$ cat src/rtl/param_sync_fifo.sv
// rtl/param_sync_fifo.sv - parametrised single-clock FIFO with threshold flags, flush and sticky errors
// Define PARAM_SYNC_FIFO_FWFT_EN for first-word-fall-through reads; default is registered read.
module param_sync_fifo #(
   parameter int DATA_WIDTH = 8,
   parameter int DEPTH      = 16,
   parameter int AE_LEVEL   = 2,
   parameter int AF_LEVEL   = 14
) (
   input  logic                    clk,
   input  logic                    reset_n,
   input  logic                    flush,
   input  logic                    wr_en,
   input  logic [DATA_WIDTH-1:0]   data_in,
   input  logic                    rd_en,
   output logic [DATA_WIDTH-1:0]   data_out,
   output logic                    rd_valid,
   output logic                    empty,
   output logic                    almost_empty,
   output logic                    half_full,
   output logic                    almost_full,
   output logic                    full,
   output logic [$clog2(DEPTH):0]  count,
   output logic                    overflow,
   output logic                    underflow
);

   localparam int AW = $clog2(DEPTH);
   localparam int CW = AW + 1;

   localparam logic [CW-1:0] DEPTH_C = CW'(DEPTH);
   localparam logic [CW-1:0] HALF_C  = CW'(DEPTH / 2);
   localparam logic [CW-1:0] AE_C    = CW'(AE_LEVEL);
   localparam logic [CW-1:0] AF_C    = CW'(AF_LEVEL);
   localparam logic [CW-1:0] CNT_ONE = CW'(1);
   localparam logic [AW-1:0] PTR_ONE = AW'(1);

   logic [DATA_WIDTH-1:0] mem [DEPTH];
   logic [AW-1:0]         wr_ptr;
   logic [AW-1:0]         rd_ptr;
   logic [CW-1:0]         count_q;
   logic                  wr_acc;
   logic                  rd_acc;

   // Status depends only on the registered count, never on this cycle's requests.
   assign count        = count_q;
   assign empty        = (count_q == '0);
   assign full         = (count_q == DEPTH_C);
   assign half_full    = (count_q >= HALF_C);
   assign almost_empty = (count_q <= AE_C);
   assign almost_full  = (count_q >= AF_C);

   assign wr_acc = wr_en && !full;
   assign rd_acc = rd_en && !empty;

   always_ff @(posedge clk or negedge reset_n) begin
      if (!reset_n) begin
         wr_ptr    <= '0;
         rd_ptr    <= '0;
         count_q   <= '0;
         overflow  <= 1'b0;
         underflow <= 1'b0;
      end else if (flush) begin
         wr_ptr    <= '0;
         rd_ptr    <= '0;
         count_q   <= '0;
         overflow  <= 1'b0;
         underflow <= 1'b0;
      end else begin
         if (wr_acc) wr_ptr <= wr_ptr + PTR_ONE;
         if (rd_acc) rd_ptr <= rd_ptr + PTR_ONE;
         if (wr_acc && !rd_acc)
            count_q <= count_q + CNT_ONE;
         else if (rd_acc && !wr_acc)
            count_q <= count_q - CNT_ONE;
         if (wr_en && full)  overflow  <= 1'b1;
         if (rd_en && empty) underflow <= 1'b1;
      end
   end

   always_ff @(posedge clk) begin
      if (wr_acc && !flush) mem[wr_ptr] <= data_in;
   end

`ifdef PARAM_SYNC_FIFO_FWFT_EN
   assign data_out = mem[rd_ptr];
   assign rd_valid = !empty;
`else
   always_ff @(posedge clk or negedge reset_n) begin
      if (!reset_n) begin
         data_out <= '0;
         rd_valid <= 1'b0;
      end else if (flush) begin
         data_out <= '0;
         rd_valid <= 1'b0;
      end else begin
         rd_valid <= rd_acc;
         if (rd_acc) data_out <= mem[rd_ptr];
      end
   end
`endif

endmodule

$ cat config.mk
export PLATFORM = sky130hd
export DESIGN_NAME = param_sync_fifo
export DESIGN_NICKNAME = d
export VERILOG_FILES = /design/src/rtl/param_sync_fifo.sv
export SDC_FILE = /design/constraint.sdc
export NUM_CORES = 1
export LEC_CHECK = 0
export CORE_UTILIZATION = 25
export DETAILED_ROUTE_END_ITERATION = 12
export GPL_TIMING_DRIVEN = 0
export PLACE_DENSITY = 0.41
export SYNTH_ARGS = -nofsm -noshare
export SYNTH_HDL_FRONTEND = slang
export SYNTH_SLANG_ARGS = --single-unit
$ cat constraint.sdc
create_clock -name clk -period 7.8 [get_ports clk]
set_input_delay 0.78 -clock clk [delete_from_list [all_inputs] [get_ports clk]]
set_output_delay 0.78 -clock clk [all_outputs]
set_load 0.005 [all_outputs]
==> results of run 1 <==
## worst min path at each step
| stage | startpoint | end | cells after the start |
|---|---|---|---|
| 3_3_place_gp | underflow | underflow | 2 |
| 6_report | reset_n | underflow | 1 |
| 3_5_place_dp | overflow | overflow | 2 |
| 2_1_floorplan | reset_n | count[0] | 0 |
| 5_1_grt | reset_n | underflow | 1 |
| 4_1_cts | overflow | overflow | 2 |
## through the flow
stage | instances | utilization | cell area (um2) | setup slack (ns) | hold slack (ns)
6_report | 726 | 0.3085 | 7502 | 3.950 | 0.3636
5_1_grt | 726 | 0.3085 | 7502 | 3.726 | 0.3931
4_1_cts | 726 | 0.3087 | 7507 | 3.981 | 0.5168
3_5_place_dp | 694 | 0.2844 | 6915 | 3.908 | 0.5025
3_3_place_gp | 694 | 0.2844 | 6915 | 3.961 | 0.4885
2_1_floorplan | 338 | - | 6190 | 4.578 | 0.4844
## final cells by class
type                            count  area [um2]
Timing Repair Buffer               32       315.3
Buffer                             18       80.08
Clock buffer                       19       432.9
Sequential cell                   152        4444
Inverter                            5       18.77
Clock inverter                     13       158.9
Fill cell                        2366       16820
Multi-Input combinational cell    163        1647
Tap cell                          324       405.4
## logic make-up after synthesis
group	count (synthesis)	share of synthesized area
adder cells (fa/ha/maj)	10	0.02143
buffers and inverters	23	0.01597
AND/OR/NAND/NOR	67	0.04912
XOR/XNOR	7	0.01112
multiplexers	54	0.1522
flip-flops	152	0.7180
AO/OA/AOI/OAI	25	0.03214
## routing by layer
layer / vias up / track usage / part of all wire
li1: 1447 / - / -
met3: 12 / 0.03517 / 0.051
met5: - / 0 / 0
met1: 1700 / 0.1582 / 0.45
met4: 0 / 0.03059 / 0.011
met2: 74 / 0.1868 / 0.48
## registers in the layout (all words and copies together), names as in the netlist
register   flops
count          5
data_out       8
mem          128
overflow       1
rd_ptr         4
rd_valid       1
underflow      1
wr_ptr         4
## power by group through the flow
stage | Combinational (uW) | Clock (uW) | Sequential [uW]
global placement | 551 | 0 | 978
floorplan | 350 | 0 | 966
finish | 541 | 833 | 962
CTS | 558 | 852 | 963
detailed placement | 556 | 0 | 979
global route | 592 | 883 | 968
## critical path, cell delays in order (launching register included)
cell	delay [ns]
dfrtp_1	0.47
or4_1	0.52
buf_2	0.19
o21ai_4	0.30
clkbuf_1	0.54
nand2_1	0.31
fa_1	0.47
a21o_1	0.19
a21o_1	0.21
or4b_1	0.47
nand4b_1	0.10
## placed cells by master, fill, tap and decap left out, drive strengths merged, types with 2 or more instances in the layout
cell / synthesis / layout
edfxtp: 128 / 128
buf: 5 / 6
xnor2: 2 / 2
o21ai: 3 / 3
mux2i: 21 / 21
and3: 2 / 2
mux4: 32 / 32
nor2: 31 / 31
nand3: 13 / 13
clkdlybuf4s50: 0 / 31
clkbuf: 13 / 32
or3: 2 / 2
dfrtp: 24 / 24
ha: 9 / 9
inv: 4 / 13
xor2: 5 / 5
a21o: 2 / 2
o211ai: 3 / 3
a21oi: 5 / 5
clkinvlp: 0 / 2
bufinv: 0 / 2
nand2: 12 / 12
o221ai: 8 / 8
## cell usage after synthesis, drive strengths merged, types with 4 or more instances
| cell | n | area (um2) |
|---|---|---|
| dfrtp | 24 | 600.6 |
| a21oi | 5 | 25.02 |
| nand3 | 13 | 65.06 |
| xor2 | 5 | 51.30 |
| ha | 9 | 112.6 |
| inv | 4 | 15.01 |
| edfxtp | 128 | 3844 |
| clkbuf | 13 | 48.80 |
| o221ai | 8 | 70.07 |
| buf | 5 | 31.28 |
| mux2i | 21 | 210.2 |
| mux4 | 32 | 720.7 |
| nand2 | 12 | 45.04 |
| nor2 | 31 | 116.4 |
==> metrics list, run 1 <==
- Status: finished, final reports clean
- The floorplan step defined a core boundary enclosing approximately 0.024 mm2.
- The smallest clock period supported by the final layout is computed as 3.850 ns.
* TritonCTS clock tree: built
- For this design the ratio of total power to cell area is around 310 mW/mm2.
* Required arrival time at the worst endpoint: 8.15 ns
- Mapped Area: just over 0.006 mm2
* Port buffer count: 32
- Number of DRC markers after the initial detailed-route iteration: roughly 200
* Power share of the combinational group: 0.232
- Vias in the first global route: roughly 3300
* Count of boundary I/O pins: 34
* Post-CTS repair timing setup buffer count: 0
- Across every metal layer, demand over resource in global routing totals 0.1181.
* First-pass GRT wire length: 21510 um
* Final hold vios: 0
- By startpoint and endpoint, the worst setup path is classified as reg2reg.
- The worst register-to-register path ends at count[4].
- Number of flops mapped to enable cells by yosys: around 130
* Remaining global-route overflow: 0
- Startpoint of the worst register-to-register path: count[2]
- The internal portion of the total power is about 1700 uW.
- For the final database, setup skew stands at 0.006923 ns.
* R2R setup slack: between 3 and 4 ns
- In this run, synthesis produced a sequential element count of 152.
* Placer congestion estimate: around 0.69
- Number of nets in the synthesized netlist: ~360
* Total CTS buffers: 17
* Clock-pin transition on the worst setup and hold timing paths: 0.06 ns
- Dividing the final minimum period by the clock period gives 0.4936.
- At the pin with the least slew margin, the transition time is about 1.1 ns.
- Setup violators final: 0
- The detailed router placed ~3200 vias in this run.
- Count of max-cap constraint violations: 0
- Yosys warning total: 0
* Sequential cell fraction of total power: 0.412
* Die Outline Area: 0.02539 mm2
- Number of DRC violations after detailed routing: 0
- Startpoint type of the worst setup path: register
- Worst setup startpoint: count[2]
- Adding up every negative setup slack in the final design gives 0 ns.
- Switching Power: between 600 and 700 uW
* Type of the most critical hold path: in2async
* Gate count of the mapped netlist: between 300 and 400
* Die height: roughly 160 um
- Vias per std cell: 4.453
* Count of inserted antenna diode cells: 0
- Entering global routing, the biggest net connects 25 pins.
* Total clock sinks: between 150 and 200
- Total power consumption of the routed design: about 2300 uW
* Slew Limit Fails: 0
- Async set-reset flop share out of synthesis: 0.1579
* Peak fanout along the critical path: 10
- For this run, the top clock speed supported by timing is between 0.2 and 0.3 GHz.
- The clock tree synthesis step divided the H-tree into 4 levels.
* Primary flip-flop cell chosen by synthesis mapping: edfxtp_1
- Post-synthesis area per instance: approximately 18 um2
- The die is 159.4 um wide.
* Drt total wl: about 14000 um
- The number of cells on the worst reg-to-reg path is 10.
- The critical path ends at count[4].
- Across the VDD grid, the largest voltage drop is between 0.1 and 0.15 mV.
* Number of antenna violations at the first check in global routing: 0
* Area added between synthesis and finish: 21.20%
- Dividing the detail-routed wire length by the instance count gives roughly 20 um.
- Signal arrival time at the worst endpoint: around 4.2 ns
- Headroom to the max-slew limit came out at 0.2334.
* Leakage power total: between 0.002 and 0.0025 uW
- Clock network power share: 0.357
- Of the cells placed in the final design, the portion with a size suffix greater than 1 is 0.1816.
* Hold buffer count at CTS: 0
- Number of distinct library cell variants in the gate-level netlist after synthesis: 37
- Once the clock tree was built, the resizer swapped 0 gates to a different size.
* Clock insertion delay at the later pin of the skew report: around 0.42 ns
* Sw Share: 0.2817
* Site row count: 57
- At the end of the flow, the number of nets in the layout was ~410.
- For this run, the register share of the synthesized area comes to 0.7180.
- Before antenna repair, the detailed router went through 4 iterations.
- Final ANT Viol Nets: 0
- The worst setup path is captured at a register.
- The longest clock path from root to sink contains 2 buffers.
- Initial Utilization: 0.2545
- Setup repair after global routing left no endpoint under its margin.
- Master cell of the clock root buffer: clkbuf_16
- Hpwl dp: around 9000 um
Note: power is estimated with default switching activity, not from simulation.
==> inputs of run 2 (changes only) <==
--- a/config.mk
+++ b/config.mk
@@ -8,7 +8,7 @@
 export CORE_UTILIZATION = 25
 export DETAILED_ROUTE_END_ITERATION = 12
 export GPL_TIMING_DRIVEN = 0
-export PLACE_DENSITY = 0.41
+export PLACE_DENSITY = 0.42
 export SYNTH_ARGS = -nofsm -noshare
 export SYNTH_HDL_FRONTEND = slang
 export SYNTH_SLANG_ARGS = --single-unit
==> constraint.sdc (replaced) <==
create_clock -name clk -period 3.42 [get_ports clk]
set_input_delay 0.342 -clock clk [delete_from_list [all_inputs] [get_ports clk]]
set_output_delay 0.342 -clock clk [all_outputs]
set_load 0.005 [all_outputs]
==> run 2 against run 1 <==
Against the previous run: final cell count rose by 0.14%; combinational power increased by 130%; global-route usage decreased by 0.24 points; clock power grew 110%; wire length is 3.3% lower; sequential share of layout area hardly changed.
==> metrics list, run 2 (synthesis results as in run 1) <==
- The fraction of the cycle the final worst path needs is 0.9535 (+0.4598).
- Final instance area: 0.007497 mm2 (about the same)
- Master cell of the clock root buffer: clkbuf_16
- The CTS buffer count was 17 (unchanged).
- VDD IR max: 0.3290 mV (+170%)
* Signal arrival time at the worst endpoint: 3.62 ns (-0.58 ns)
- The number of sinks driven by the clock tree came to 152 (unchanged).
- The clock slew seen by the registers of the worst setup and hold paths was 0.07 ns (about the same).
- The worst endpoint required time was 3.78 ns (-4.37 ns).
- The placeable core region is 0.02432 mm2 (unchanged).
- Filler Cells Inserted: 2378 (+0.51%)
* TritonCTS clock tree: built
* Port buffer count: 32 (unchanged)
- The antenna violation net count after detailed routing was 0 (unchanged).
- The flow ran to the end, and the final reports show no timing, DRC or antenna violations.
- Fraction of final layout cells sized beyond drive strength 1: 0.1886 (+0.006994)
* Top library cells by usage in the layout, fill and taps aside: edfxtp_1 (128), mux4_2 (32), clkdlybuf4s50_1 (32)
* Hold buffer count at CTS: 0 (unchanged)
* Peak fanout along the critical path: 10 (unchanged)
* Total global-route track usage: 0.1157 (-0.002396)
- In this run the critical register-to-register path is launched from count[2].
- The maximum frequency from static timing analysis was 0.3067 GHz (+18%).
- The final hold slack came to 0.3623 ns (-0.001301 ns).
- Total power consumption of the routed design: 5210 uW (+120%)
- Initial Utilization: 0.2545 (unchanged)
- First-pass GRT wire length: 20810 um (-3.3%)
- Count of inserted antenna diode cells: 0 (unchanged)
- Unrepaired setup endpoints after global routing: false
- STA classifies the critical path startpoint as a register.
* Site row count: 57 (unchanged)
* Count of max-cap constraint violations: 0 (unchanged)
- The worst setup path is of the reg2reg kind.
- The power density normalized to cell area was 695.0 mW/mm2 (+120%).
* Register with the most flip-flops: mem
- The number of detailed-routing iterations run before antenna repair is 5 (+1).
* Die Wd: 159.4 um (unchanged)
- Die Outline Area: 0.02539 mm2 (unchanged)
* Dpl cell area: 0.006915 mm2 (unchanged)
- The mean number of vias per cell was 4.426 (-0.60%).
- The vertical extent of the die came to 159.4 um (unchanged).
- Minimum period implied by the final worst setup slack: 3.261 ns (-0.5895 ns)
- The signed area change from the synthesized netlist to the final layout came to 21.12% (about the same).
* Critical Path End Type: register
- The library cell used most frequently in the layout, excluding fill and tap cells, is edfxtp_1.
* Clock insertion delay at the later pin of the skew report: 0.42 ns (about the same)
- The total length of routed wires came to 13900 um (-3.3%).
* Final-stage net count: 413 (+0.24%)
- CTS H-tree depth: 4 (unchanged)
- The remaining global-route overflow is 0 (unchanged).
- Bufs on Longest Clock Path: 2 (unchanged)
* Via total after detailed routing: 3218 (-0.46%)
* Max-slew headroom at the worst pin: 0.1730 (-0.06042)
* Placer congestion estimate: 0.7388 (+7.2%)
- The setup violation total in the final timing report is 0 (unchanged).
- The largest net degree at the start of global routing is 25 (unchanged).
- The static leakage power came to 0.002425 uW (-0.19%).
* Final hold vios: 0 (unchanged)
- The transition time at the pin with the least slew margin was 1.237 ns (+0.09099 ns).
- Slew Limit Fails: 0 (unchanged)
- Worst setup startpoint: count[2]
- Type of the most critical hold path: in2reg
- Wire length per cell: 19.12 um (-3.5%)
* Number of DRC violations after detailed routing: 0 (unchanged)
* Worst Skew: 0.007374 ns (+0.0004510 ns)
* Final cell utilization of the core: 0.3083 (about the same)
- Vias in the first global route: 3356 (+0.78%)
- The number of antenna violations at the first check in global routing is 0 (unchanged).
* Count of boundary I/O pins: 34 (unchanged)
* Hpwl dp: 9112 um (-1.4%)
- Number of DRC markers after the initial detailed-route iteration: 227 (+13%)
- The flip-flop count of the largest register after layout was 128 (unchanged).
- In this run the most critical hold path is launched from flush.
run 2: through the flow:
step	TNS [ns]	worst slack [ns]	cells
finish	0	0.1592	727
global placement	-0.3182	-0.3182	694
CTS	0	0.1263	727
detailed placement	-0.3519	-0.3519	694
global route	0	0.02606	727
floorplan	0	0.1984	338
run 2: where the power goes:
group / internal, uW / total [uW] / switching [uW]
clock: 958 / 1770 / 816
sequential: 2100 / 2190 / 86.7
combinational: 631 / 1250 / 614
total: 3690 / 5210 / 1520
run 2: path summary, 6_finish.rpt:
path / to / slack (ns) / cells past startpoint
max: count[4] / 0.16 / 10
min: rd_ptr[3] / 0.36 / 2
max reg2reg: count[4] / 0.16 / 10
min reg2reg: underflow / 0.49 / 2
max in group asynchronous: data_out[4] / 2.11 / 1
min in group asynchronous: count[4] / 0.57 / 1
run 2: area by class of cell:
class	instances	area, um2	share of cell area
Timing Repair Buffer	33	327.8	0.04372
Multi-Input combinational cell	163	1653	0.2205
Sequential cell	152	4444	0.5928
Buffer	18	83.83	0.01118
Clock buffer	17	425.4	0.05674
Tap cell	324	405.4	0.05407
Inverter	5	18.77	0.002503
Clock inverter	15	138.9	0.01852
run 2: worst max-delay path, stage by stage, from the launching register on:
cell      delay [ns]
dfrtp_1         0.47
or4_1           0.51
buf_2           0.19
o21ai_4         0.18
buf_4           0.21
nand2_1         0.18
fa_1            0.44
a21o_1          0.20
a21o_1          0.22
or4b_1          0.47
nand4b_1        0.11
run 2: timing repair:
action,4_1_cts,5_1_grt
endpoints found under the setup margin,1,1
gates resized for setup,2,3
buffers inserted,1,0
pin swaps,1,0
run 2: layer usage:
metal,wire length [um],global-route usage,vias to the layer above,part of all wire
li1,-,-,1455,-
met1,6319,0.1504,1665,0.45
met2,6621,0.1822,85,0.48
met3,752,0.03725,13,0.054
met4,206,0.03890,0,0.015
met5,0,0,-,0
==> inputs of run 3 (changes only) <==
--- a/config.mk
+++ b/config.mk
@@ -5,6 +5,7 @@
 export SDC_FILE = /design/constraint.sdc
 export NUM_CORES = 1
 export LEC_CHECK = 0
+export CORE_MARGIN = 10
 export CORE_UTILIZATION = 25
 export DETAILED_ROUTE_END_ITERATION = 12
 export GPL_TIMING_DRIVEN = 0
@@ -12,3 +13,4 @@
 export SYNTH_ARGS = -nofsm -noshare
 export SYNTH_HDL_FRONTEND = slang
 export SYNTH_SLANG_ARGS = --single-unit
+export TNS_END_PERCENT = 20
==> run 3 against run 2 <==
Against the previous run: clock skew rose by 0.0010 ns; worst hold slack got worse by 0.0098 ns; utilization is 0.088 points lower; register-to-register slack improved by 0.04 ns; via count hardly changed; final cell count fell by 0.14%; sequential share of layout area grew 0.17 points; critical path type unchanged; largest power group unchanged; highest routed layer unchanged.
==> metrics list, run 3 (synthesis results as in run 1) <==
* Number of DRC violations after detailed routing: 0 (unchanged)
- Total global-route track usage: 0.09514 (-0.02056)
- Count of inserted antenna diode cells: 0 (unchanged)
- Register with the most flip-flops: mem
- Drt total wl: 14420 um (+3.7%)
- The worst hold path belongs to the class in2reg.
- Via total after detailed routing: 3219 (+0.031%)
- Non-filler instance count after layout: 726 (-0.14%)
- The final worst-path setup slack is 0.2009 ns (+0.04168 ns).
- Footprint of the flip-flops and latches: 0.004444 mm2 (unchanged)
- Vias in the first global route: 3392 (+1.1%)
* Power per standard cell area: 695.7 mW/mm2 (+0.11%)
- The antenna violation net count after detailed routing is 0 (unchanged).
* Area added between synthesis and finish: 20.78%
* Peak fanout along the critical path: 10 (unchanged)
- The post-detailed-route wirelength per cell is 19.86 um (+3.9%).
- Total instance count after detailed placement: 694 (unchanged)
* Worst setup startpoint: count[2]
- Initial Utilization: 0.2545 (unchanged)
* Placer congestion estimate: 0.7288 (-1.4%)
- CTS H-tree depth: 4 (unchanged)
* Unrepaired setup endpoints after global routing: false
* HP Start: flush
- The final sum of negative setup slack was 0 ns (unchanged).
* Hold buffer count at CTS: 0 (unchanged)
- The largest net degree at the start of global routing came to 25 (unchanged).
- Core region area: 0.02432 mm2 (unchanged)
- Start-to-end type of the worst setup path: reg2reg
* Path depth of the worst reg2reg path: 10 (unchanged)
* Slew Limit Fails: 0 (unchanged)
- The I/O pin total came to 34 (unchanged).
* Required arrival time at the worst endpoint: 3.77 ns (about the same)
- The placed standard-cell area was 0.006915 mm2 (unchanged).
- Final instance area: 0.007476 mm2 (-0.28%)
* Number of DRC markers after the initial detailed-route iteration: 221 (-2.6%)
* Total area of multi-input combinational cells: 0.001648 mm2 (-0.30%)
- Master cell of the clock root buffer: clkbuf_16
- The startpoint identified for the worst register-to-register timing path is count[2].
- Bufs on Longest Clock Path: 2 (unchanged)
* Leakage power total: 0.002422 uW (-0.12%)
- The count of cells along the worst hold path came to 2 (unchanged).
* Pre-CTS setup slack: -0.2879 ns (+0.06401 ns)
* Vias per std cell: 4.434 (+0.17%)
* Final cell utilization of the core: 0.3074 (-0.0008750)
- The fraction of the cycle the final worst path needs came to 0.9413 (-0.01219).
- Fraction of final layout cells sized beyond drive strength 1: 0.1791 (-0.009481)
* Total CTS buffers: 17 (unchanged)
- Final hold vios: 0 (unchanged)
* Signal arrival time at the worst endpoint: 3.57 ns (-0.05 ns)
- Leaving out fill and tap cells, the most frequent cells in the layout are edfxtp_1 (128), mux4_2 (32), clkdlybuf4s50_1 (32).
* Setup violators final: 0 (unchanged)
- The clock insertion delay at the later pin of the skew report is 0.42 ns (about the same).
- Measured slew at the worst slew-check pin: 1.169 ns (-0.06724 ns)
- The flow ran to the end, and the final reports show no timing, DRC or antenna violations.
- Minimum period implied by the final worst setup slack: 3.219 ns (-0.04168 ns)
* Total clock sinks: 152 (unchanged)
* Top achievable clock speed: 0.3106 GHz (+1.3%)
- Filler Cells Inserted: 2375 (-0.13%)
- Count of max-cap constraint violations: 0 (unchanged)
- The number of antenna violations at the first check in global routing came to 0 (unchanged).
- The remaining global-route overflow came to 0 (unchanged).
- Most common cell after layout, fill and taps aside: edfxtp_1
- Hpwl dp: 9511 um (+4.4%)
- The number of detailed-routing iterations run before antenna repair came to 4 (-1).
* Die height: 177.4 um (+11%)
- Startpoint type of the worst setup path: register
- The relative slew slack is 0.2179 (+0.04496).
- VDD IR max: 0.3334 mV (+1.3%)
- Max reg flops: 128 (unchanged)
- TritonCTS clock tree: built
- The total number of nets in the final design came to 413 (unchanged).
- First-pass GRT wire length: 21530 um (+3.5%)
- The count of input and output buffers was 32 (unchanged).
- The final setup skew came to 0.008412 ns (+0.001038 ns).
- The number of standard-cell rows in the floorplan is 57 (unchanged).
* Die Wd: 177.4 um (+11%)
* Critical Path End Type: register
- The clock slew seen by the registers of the worst setup and hold paths came to 0.06 ns (about the same).
- Die Outline Area: 0.03145 mm2 (+24%)
-- run 3: cell count changes in the layout (fill, tap and decap cells not counted), moves of 2 or more --
cell | previous run | this run
clkinv_2 | 0 | 2
clkinv_1 | 2 | 4
clkinv_4 | 4 | 2
inv_8 | 3 | 1
-- run 3: path summary, 6_finish.rpt --
| kind | end | slack, ns |
|---|---|---|
| setup / recovery | count[4] | 0.20 |
| hold / removal | rd_ptr[3] | 0.35 |
| setup reg to reg | count[4] | 0.20 |
| hold reg to reg | overflow | 0.50 |
| max in group asynchronous | data_out[4] | 2.17 |
| min in group asynchronous | count[3] | 0.55 |
-- run 3: worst max-delay path, cell delays in order, from the launching register on --
cell	delay [ns]
dfrtp_1	0.47
or4_1	0.52
buf_2	0.19
o21ai_4	0.16
clkbuf_4	0.23
nand2_1	0.16
fa_1	0.44
a21o_1	0.20
a21o_1	0.21
or4b_1	0.47
nand4b_1	0.11
-- run 3: layer usage --
layer / wire length [um] / global-route usage
met5: 0 / 0
met1: 6510 / 0.1275
met3: 836 / 0.02784
met4: 120 / 0.02501
met2: 6952 / 0.1477
-- run 3: layout make-up --
cell class | instances | area share
sequential | 152 | 0.5945
multi-input combinational | 163 | 0.2204
clock buffer | 17 | 0.05690
tap | 324 | 0.05423
timing repair buffer | 33 | 0.04385
clock inverter | 14 | 0.01640
buffer | 18 | 0.01121
inverter | 5 | 0.002510
-- run 3: through the flow --
step                      total power, uW  hold slack, ns
after CTS                            5292          0.3415
after global placement               3495          0.4876
after floorplan                      3002         0.04641
final                                5201          0.3525
after global routing                 5480          0.3652
after detailed placement             3512          0.4945
-- run 3: timing repair --
| action | 4_1_cts | 5_1_grt |
|---|---|---|
| setup buffers | 1 | 0 |
| resized for setup | 2 | 1 |
| setup endpoints to repair | 1 | 1 |
| pin swaps | 1 | 0 |
-- run 3: power by group --
| part | switching (uW) | internal [uW] | leakage (uW) |
|---|---|---|---|
| logic | 619 | 632 | 0.000677 |
| clock network | 755 | 1000 | 0.000269 |
| registers | 88.3 | 2100 | 0.00148 |
| total | 1460 | 3740 | 0.00242 |
